===== src/rtl/shifter_pkg.sv =====
// Shared encodings for the iterative logarithmic shifter: op codes, FSM states
// and the stage count.
package shifter_pkg;

    localparam logic [1:0] OP_SLL  = 2'b00;
    localparam logic [1:0] OP_SRL  = 2'b01;
    localparam logic [1:0] OP_SRA  = 2'b11;
    localparam logic [1:0] OP_ROTR = 2'b10;

    localparam int         NUM_STAGES = 5;
    localparam logic [2:0] LAST_STAGE = 3'(NUM_STAGES - 1);

    typedef enum logic [1:0] {
        ST_IDLE  = 2'b00,
        ST_SHIFT = 2'b01,
        ST_DONE  = 2'b10
    } state_t;

endpackage


===== src/rtl/shift_stage.sv =====
// One binary stage of the shifter: moves the value by 2**i_exp according to
// the op, or passes it through when disabled.
module shift_stage
    import shifter_pkg::*;
#(
    parameter int WIDTH = 32
) (
    input  logic [WIDTH-1:0] i_value,
    input  logic [1:0]       i_op,
    input  logic             i_en,
    input  logic [2:0]       i_exp,
    output logic [WIDTH-1:0] o_value
);

    logic [4:0]       w_dist;
    logic [5:0]       w_rdist;
    logic [WIDTH-1:0] w_shifted;

    assign w_dist  = 5'd1 << i_exp;
    // Distance is always 1..16, so the complementary rotate amount stays in range.
    assign w_rdist = 6'(WIDTH) - {1'b0, w_dist};

    always_comb begin
        w_shifted = i_value;
        case (i_op)
            OP_SLL:  w_shifted = i_value << w_dist;
            OP_SRL:  w_shifted = i_value >> w_dist;
            OP_SRA:  w_shifted = $signed(i_value) >>> w_dist;
            OP_ROTR: w_shifted = (i_value >> w_dist) | (i_value << w_rdist);
            default: w_shifted = i_value;
        endcase
    end

    assign o_value = i_en ? w_shifted : i_value;

endmodule


===== src/rtl/shamt_seq_shifter.sv =====
// Iterative shifter: narrows the 32-bit shift amount to 5 bits and applies one
// binary stage (16, 8, 4, 2, 1) per clock, publishing the result on oDone.
module shamt_seq_shifter
    import shifter_pkg::*;
#(
    parameter int WIDTH   = 32,
    parameter int SHAMT_W = 5
) (
    input  logic             clk,
    input  logic             rst_n,
    input  logic             iStart,
    input  logic [1:0]       iOp,
    input  logic [WIDTH-1:0] iData,
    input  logic [WIDTH-1:0] iShamt,
    output logic [WIDTH-1:0] oData,
    output logic             oReady,
    output logic             oBusy,
    output logic             oDone,
    output logic [1:0]       oDbgState
);

    // Handshake: a request is taken when iStart=1 and oReady=1 at a rising edge;
    // oDone pulses for one cycle with oData valid; iStart is ignored while oBusy=1.

    state_t               r_state;
    state_t               w_next_state;
    logic [WIDTH-1:0]     r_work;
    logic [SHAMT_W-1:0]   r_amt;
    logic [1:0]           r_op;
    logic [2:0]           r_cnt;
    logic [WIDTH-1:0]     r_data;

    logic                 w_capture;
    logic                 w_advance;
    logic                 w_finish;
    logic [2:0]           w_exp;
    logic                 w_en;
    logic [WIDTH-1:0]     w_stage_out;
    logic                 w_unused_shamt;

    assign w_unused_shamt = ^iShamt[WIDTH-1:SHAMT_W];

    always_ff @(posedge clk or negedge rst_n) begin
        if (!rst_n) begin
            r_state <= ST_IDLE;
        end else begin
            r_state <= w_next_state;
        end
    end

    always_comb begin
        w_next_state = r_state;
        w_capture    = 1'b0;
        w_advance    = 1'b0;
        w_finish     = 1'b0;
        case (r_state)
            ST_IDLE: begin
                if (iStart) begin
                    w_capture    = 1'b1;
                    w_next_state = ST_SHIFT;
                end
            end
            ST_SHIFT: begin
                w_advance = 1'b1;
                if (r_cnt == LAST_STAGE) begin
                    w_finish     = 1'b1;
                    w_next_state = ST_DONE;
                end
            end
            ST_DONE: begin
                if (iStart) begin
                    w_capture    = 1'b1;
                    w_next_state = ST_SHIFT;
                end else begin
                    w_next_state = ST_IDLE;
                end
            end
            default: w_next_state = ST_IDLE;
        endcase
    end

    // Counter k selects distance 2**(4-k) and amount bit 4-k.
    assign w_exp = LAST_STAGE - r_cnt;
    assign w_en  = r_amt[w_exp];

    shift_stage #(
        .WIDTH (WIDTH)
    ) u_stage (
        .i_value (r_work),
        .i_op    (r_op),
        .i_en    (w_en),
        .i_exp   (w_exp),
        .o_value (w_stage_out)
    );

    always_ff @(posedge clk or negedge rst_n) begin
        if (!rst_n) begin
            r_work <= '0;
            r_amt  <= '0;
            r_op   <= '0;
            r_cnt  <= '0;
            r_data <= '0;
        end else begin
            if (w_capture) begin
                r_work <= iData;
                r_amt  <= iShamt[SHAMT_W-1:0];
                r_op   <= iOp;
                r_cnt  <= '0;
            end else if (w_advance) begin
                r_work <= w_stage_out;
                if (!w_finish) begin
                    r_cnt <= r_cnt + 3'd1;
                end
            end
            if (w_finish) begin
                r_data <= w_stage_out;
            end
        end
    end

    assign oData     = r_data;
    assign oReady    = (r_state != ST_SHIFT);
    assign oBusy     = (r_state == ST_SHIFT);
    assign oDone     = (r_state == ST_DONE);
    assign oDbgState = r_state;

endmodule

===== config.mk =====
export PLATFORM = sky130hd
export DESIGN_NAME = shamt_seq_shifter
export DESIGN_NICKNAME = d
export VERILOG_FILES = /design/src/rtl/shifter_pkg.sv /design/src/rtl/shift_stage.sv /design/src/rtl/shamt_seq_shifter.sv
export SDC_FILE = /design/constraint.sdc
export NUM_CORES = 1
export LEC_CHECK = 0
export BUFFER_PORTS_ARGS = -buffer_cell sky130_fd_sc_hd__buf_2
export CORE_MARGIN = 8
export CORE_UTILIZATION = 61
export DETAILED_ROUTE_END_ITERATION = 10
export MAX_ROUTING_LAYER = met4
export PLACE_DENSITY = 0.83
export SETUP_SLACK_MARGIN = 0.5
export SYNTH_ARGS = -nofsm -noshare
export SYNTH_HDL_FRONTEND = slang
export SYNTH_SLANG_ARGS = --single-unit

===== constraint.sdc =====
create_clock -name clk -period 5.2 [get_ports clk]
set_clock_uncertainty 0.2 [all_clocks]
set_input_delay 1.3 -clock clk [delete_from_list [all_inputs] [get_ports clk]]
set_output_delay 1.3 -clock clk [all_outputs]
set_load 0.02 [all_outputs]

==> run summary <==
The run finished with clean final reports. The biggest area contributor in the post-synthesis netlist is sky130_fd_sc_hd__dfrtp_1. The clock net in this run drives a total of 76 sinks. Of all nets on the critical path, the largest fanout is 15. The startpoint identified for the worst hold timing path is oData[4]. The count of buffers added on input and output ports is 78.

The setup check on the worst reg-to-reg path leaves a slack of 0.60 ns. Routability-driven placement finished with a final weighted congestion of 1.10. The library cell used most frequently in the layout, excluding fill and tap cells, is sky130_fd_sc_hd__nand2_1.

The average size of a mapped cell came out at 8.31 um2. The tools report the startpoint of the worst-slack reg-to-reg timing path as r_cnt[0]. Fraction of registers with async set/reset: 1.00.

The type of the tightest min-delay check is flop to flop. The run gives 0.201 as the share of the yosys chip area belonging to registers. Among all flip-flop cells after synthesis, the most frequent one is sky130_fd_sc_hd__dfrtp_1. For the overall global routing resource usage, the log shows 0.426. The finished cells cover 10200 um2. Leaving out fill and tap cells, the most frequent cells in the layout are sky130_fd_sc_hd__nand2_1 (141), sky130_fd_sc_hd__mux2i_1 (96), sky130_fd_sc_hd__nor2_1 (82), sky130_fd_sc_hd__a21oi_1 (82), sky130_fd_sc_hd__o21ai_0 (80). The pre-antenna-repair detailed-routing pass consisted of 7 iterations. The die footprint was 19700 um2.

The run gives 0 as the number of hold violations in the final report. Count of final max-slew check failures: 0. The signal on the critical path passes through inv_1 -> ha_1 -> ha_1 -> and2b_2 -> inv_2 -> ha_1 -> xnor2_4 -> buf_4 -> mux2i_1 -> a22oi_1 -> o22ai_1 -> o311a_1 -> o221ai_1 -> o21ai_0.

Max-slew headroom at the worst pin: 0.326. The average wire per standard cell came out at 31.4 um. The repair_antennas step left the layout with diodes totalling 0. Setup slack closes at 0.601 ns. Tracing the worst setup path back leads to its startpoint at r_cnt[0]. For the pin with the worst max-slew slack, the measured transition is 1.01 ns. The proportion of netlist area held by the largest area contributor is 0.201. Among all stages on the critical path, the largest delay is contributed by sky130_fd_sc_hd__dfrtp_1. The maximum number of pins on one net before global-route repair was 77.

The worst reg-to-reg path cell count came out at 14. The synthesized netlist occupies a cell area of 9450 um2. The maximum level of the CTS H-tree is 3. After the first detailed-routing iteration, the DRC count stood at 2056. The run gives 0 as the number of antenna violations at the first check in global routing. The run gives 0.528 ns as the post-placement setup slack. Proportion of layout cells with a drive suffix above 1: 0.215. After layout, the minimum clock period comes to 4.60 ns. The run gives 10100 as the via count of the first global-routing pass.

The netlist uses 82 different library cells. Setup repair after global routing left no endpoint under its margin. Worst hold path depth: 1.

The run gives 0 as the remaining antenna violation count. From left edge to right edge, the die measures 140 um. The synthesized design contains 76 register bits. The tools report the floorplan core area as 15200 um2. The clock root buffer was sky130_fd_sc_hd__clkbuf_16. The initial standard-cell utilization of the core was 0.622. Final-layout setup total negative slack: 0 ns.

Max-cap violations in this run came to 0. The nature of the critical path startpoint is a flop. At the worst endpoint, the required time is 5.24 ns. The logs give 62600 um for the global-route wire length before repair and 9780 um2 for the placed cell area. For the number of warnings reported in the yosys synthesis log, the log shows 0. Relative to the synthesized area, the layout overhead comes to 7.90%. In the synthesized netlist, the number of instances is 1138. The kind of critical path is flop to flop.

The maximum root-to-sink buffer count is 2, and the total CTS buffers is 9. The source-to-sink clock delay at the later pin of the worst-skew pair is 0.34 ns, and the number of fill cells is 1214. Setup violations remaining at the end of the flow were counted as 0. The post-detailed-routing wire length was 41700 um. 106 I/O pins were placed. The synthesized design contains 0 enable-type register cells.

STA classifies the critical path endpoint as a flop. The endpoint of the worst register-to-register path is r_work[17]. The tools report the hold buffer count at CTS as 0.

For this run, design rule violations remaining after detail routing come to 0. Once detailed placement completed, the half-perimeter wirelength came to 29200 um. The number of cell rows is 45, and the die height is 140 um. TritonCTS built the clock tree. Peak per-stage delay on the critical path: 0.54 ns. The highest clock rate is 217 MHz, and the layout net count is 1214.

Across all layers, the routed design uses 10800 vias. The arrival time of data at the critical path endpoint was 4.64 ns. Global routing finished with a remaining overflow of 0. For hold timing, the worst endpoint is oData[4]. Cell seen most often among critical-path stages: sky130_fd_sc_hd__ha_1.

The final worst-path cycle share was 0.884; the synthesized net count was 1215. In the routed layout, each cell is associated on average with a via count of 8.08. The clock transition at the registers of the reported paths works out to 0.06 ns.

Sorting the synthesized cells by area gives the leading types as sky130_fd_sc_hd__dfrtp_1 (20%), sky130_fd_sc_hd__mux4_2 (15%), sky130_fd_sc_hd__mux2i_1 (10%), sky130_fd_sc_hd__nand2_1 (5.6%), sky130_fd_sc_hd__a21oi_1 (4.3%).
worst max-delay path by stage:
stage                       to  slack (ns)  cells past startpoint
finish              r_work[17]        0.60                     14
global route        r_work[26]        0.51                     14
CTS                  oData[26]        0.50                     14
global placement     oData[28]        0.58                     14
detailed placement  r_work[26]        0.53                     14
floorplan           r_work[25]        0.85                     18
critical path, delay by kind of cell, from the launching register on:
family	cells	cell delay (ns)
and+or+nand+nor	1	0.26
DFF	1	0.54
muxes	1	0.54
buffers and inverters	3	0.45
AOI/OAI and AO/OA	5	1.17
xor gates and xnor gates	1	0.52
adders and majority gates	3	0.83
per-layer routing:
layer,share of wire,track usage,vias to the layer above
met5,0,-,-
met4,0.077,0.245,0
met3,0.17,0.156,280
met2,0.40,0.579,1140
met1,0.35,0.535,4985
li1,-,-,4345
cells by family (layout without fill, tap and decap cells):
logic type      Yosys count  after routing  synth area share
compound gates          387            387             0.272
simple gates            323            323             0.151
mux                     182            182             0.280
buf+inv                 157            161            0.0786
flops                    76             76             0.201
fa+ha+maj                 8              8            0.0106
xor+xnor                  5              5           0.00741
registers in the layout, indices dropped and copies added (netlist names):
| register | cells |
|---|---|
| oDbgState | 2 |
| r_cnt | 3 |
| r_amt | 5 |
| oData | 32 |
| r_op | 2 |
| r_work | 32 |
synthesized netlist by cell type (7+ instances only):
master	n
sky130_fd_sc_hd__a21oi_1	82
sky130_fd_sc_hd__a211o_1	7
sky130_fd_sc_hd__buf_6	7
sky130_fd_sc_hd__inv_1	16
sky130_fd_sc_hd__buf_1	8
sky130_fd_sc_hd__nand3_1	40
sky130_fd_sc_hd__ha_1	8
sky130_fd_sc_hd__nor2_1	83
sky130_fd_sc_hd__clkbuf_1	84
sky130_fd_sc_hd__nand2_1	141
sky130_fd_sc_hd__a221oi_1	8
sky130_fd_sc_hd__o22ai_1	13
sky130_fd_sc_hd__buf_2	25
sky130_fd_sc_hd__dfrtp_1	76
sky130_fd_sc_hd__o221ai_1	11
sky130_fd_sc_hd__a22oi_1	31
sky130_fd_sc_hd__a211oi_1	17
sky130_fd_sc_hd__mux2i_1	98
sky130_fd_sc_hd__a22o_1	9
sky130_fd_sc_hd__mux4_2	61
sky130_fd_sc_hd__mux2_2	20
sky130_fd_sc_hd__o21ai_0	81
sky130_fd_sc_hd__o211ai_1	15
sky130_fd_sc_hd__a31oi_1	18
sky130_fd_sc_hd__o21ai_1	9
sky130_fd_sc_hd__a21o_1	17
sky130_fd_sc_hd__buf_4	11
sky130_fd_sc_hd__nor3_1	17
what timing repair did:
action,in CTS,in global routing
setup buffers,0,3
endpoints found under the setup margin,0,36
resized for setup,0,6
hold endpoints to repair,0,0
area by class of cell:
cell class | count | area (um2) | share of cell area
Multi-Input combinational cell | 905 | 6860 | 0.672
Sequential cell | 76 | 1900 | 0.186
Timing Repair Buffer | 126 | 786 | 0.0770
Tap cell | 188 | 235 | 0.0231
Clock buffer | 9 | 225 | 0.0221
Clock inverter | 7 | 123 | 0.0120
Inverter | 19 | 71.3 | 0.00699
stage by stage:
stage / instances / utilization / hold WS, ns
finish: 1330 / 0.671 / 0.275
detailed placement: 1311 / 0.644 / 0.260
global placement: 1311 / 0.644 / 0.257
floorplan: 1138 / - / 0.280
CTS: 1327 / 0.667 / 0.283
global route: 1330 / 0.671 / 0.291
Power is left out: the tool's default activity adds up to more than one toggle a clock period on the data nets, which glitch-free logic cannot reach.
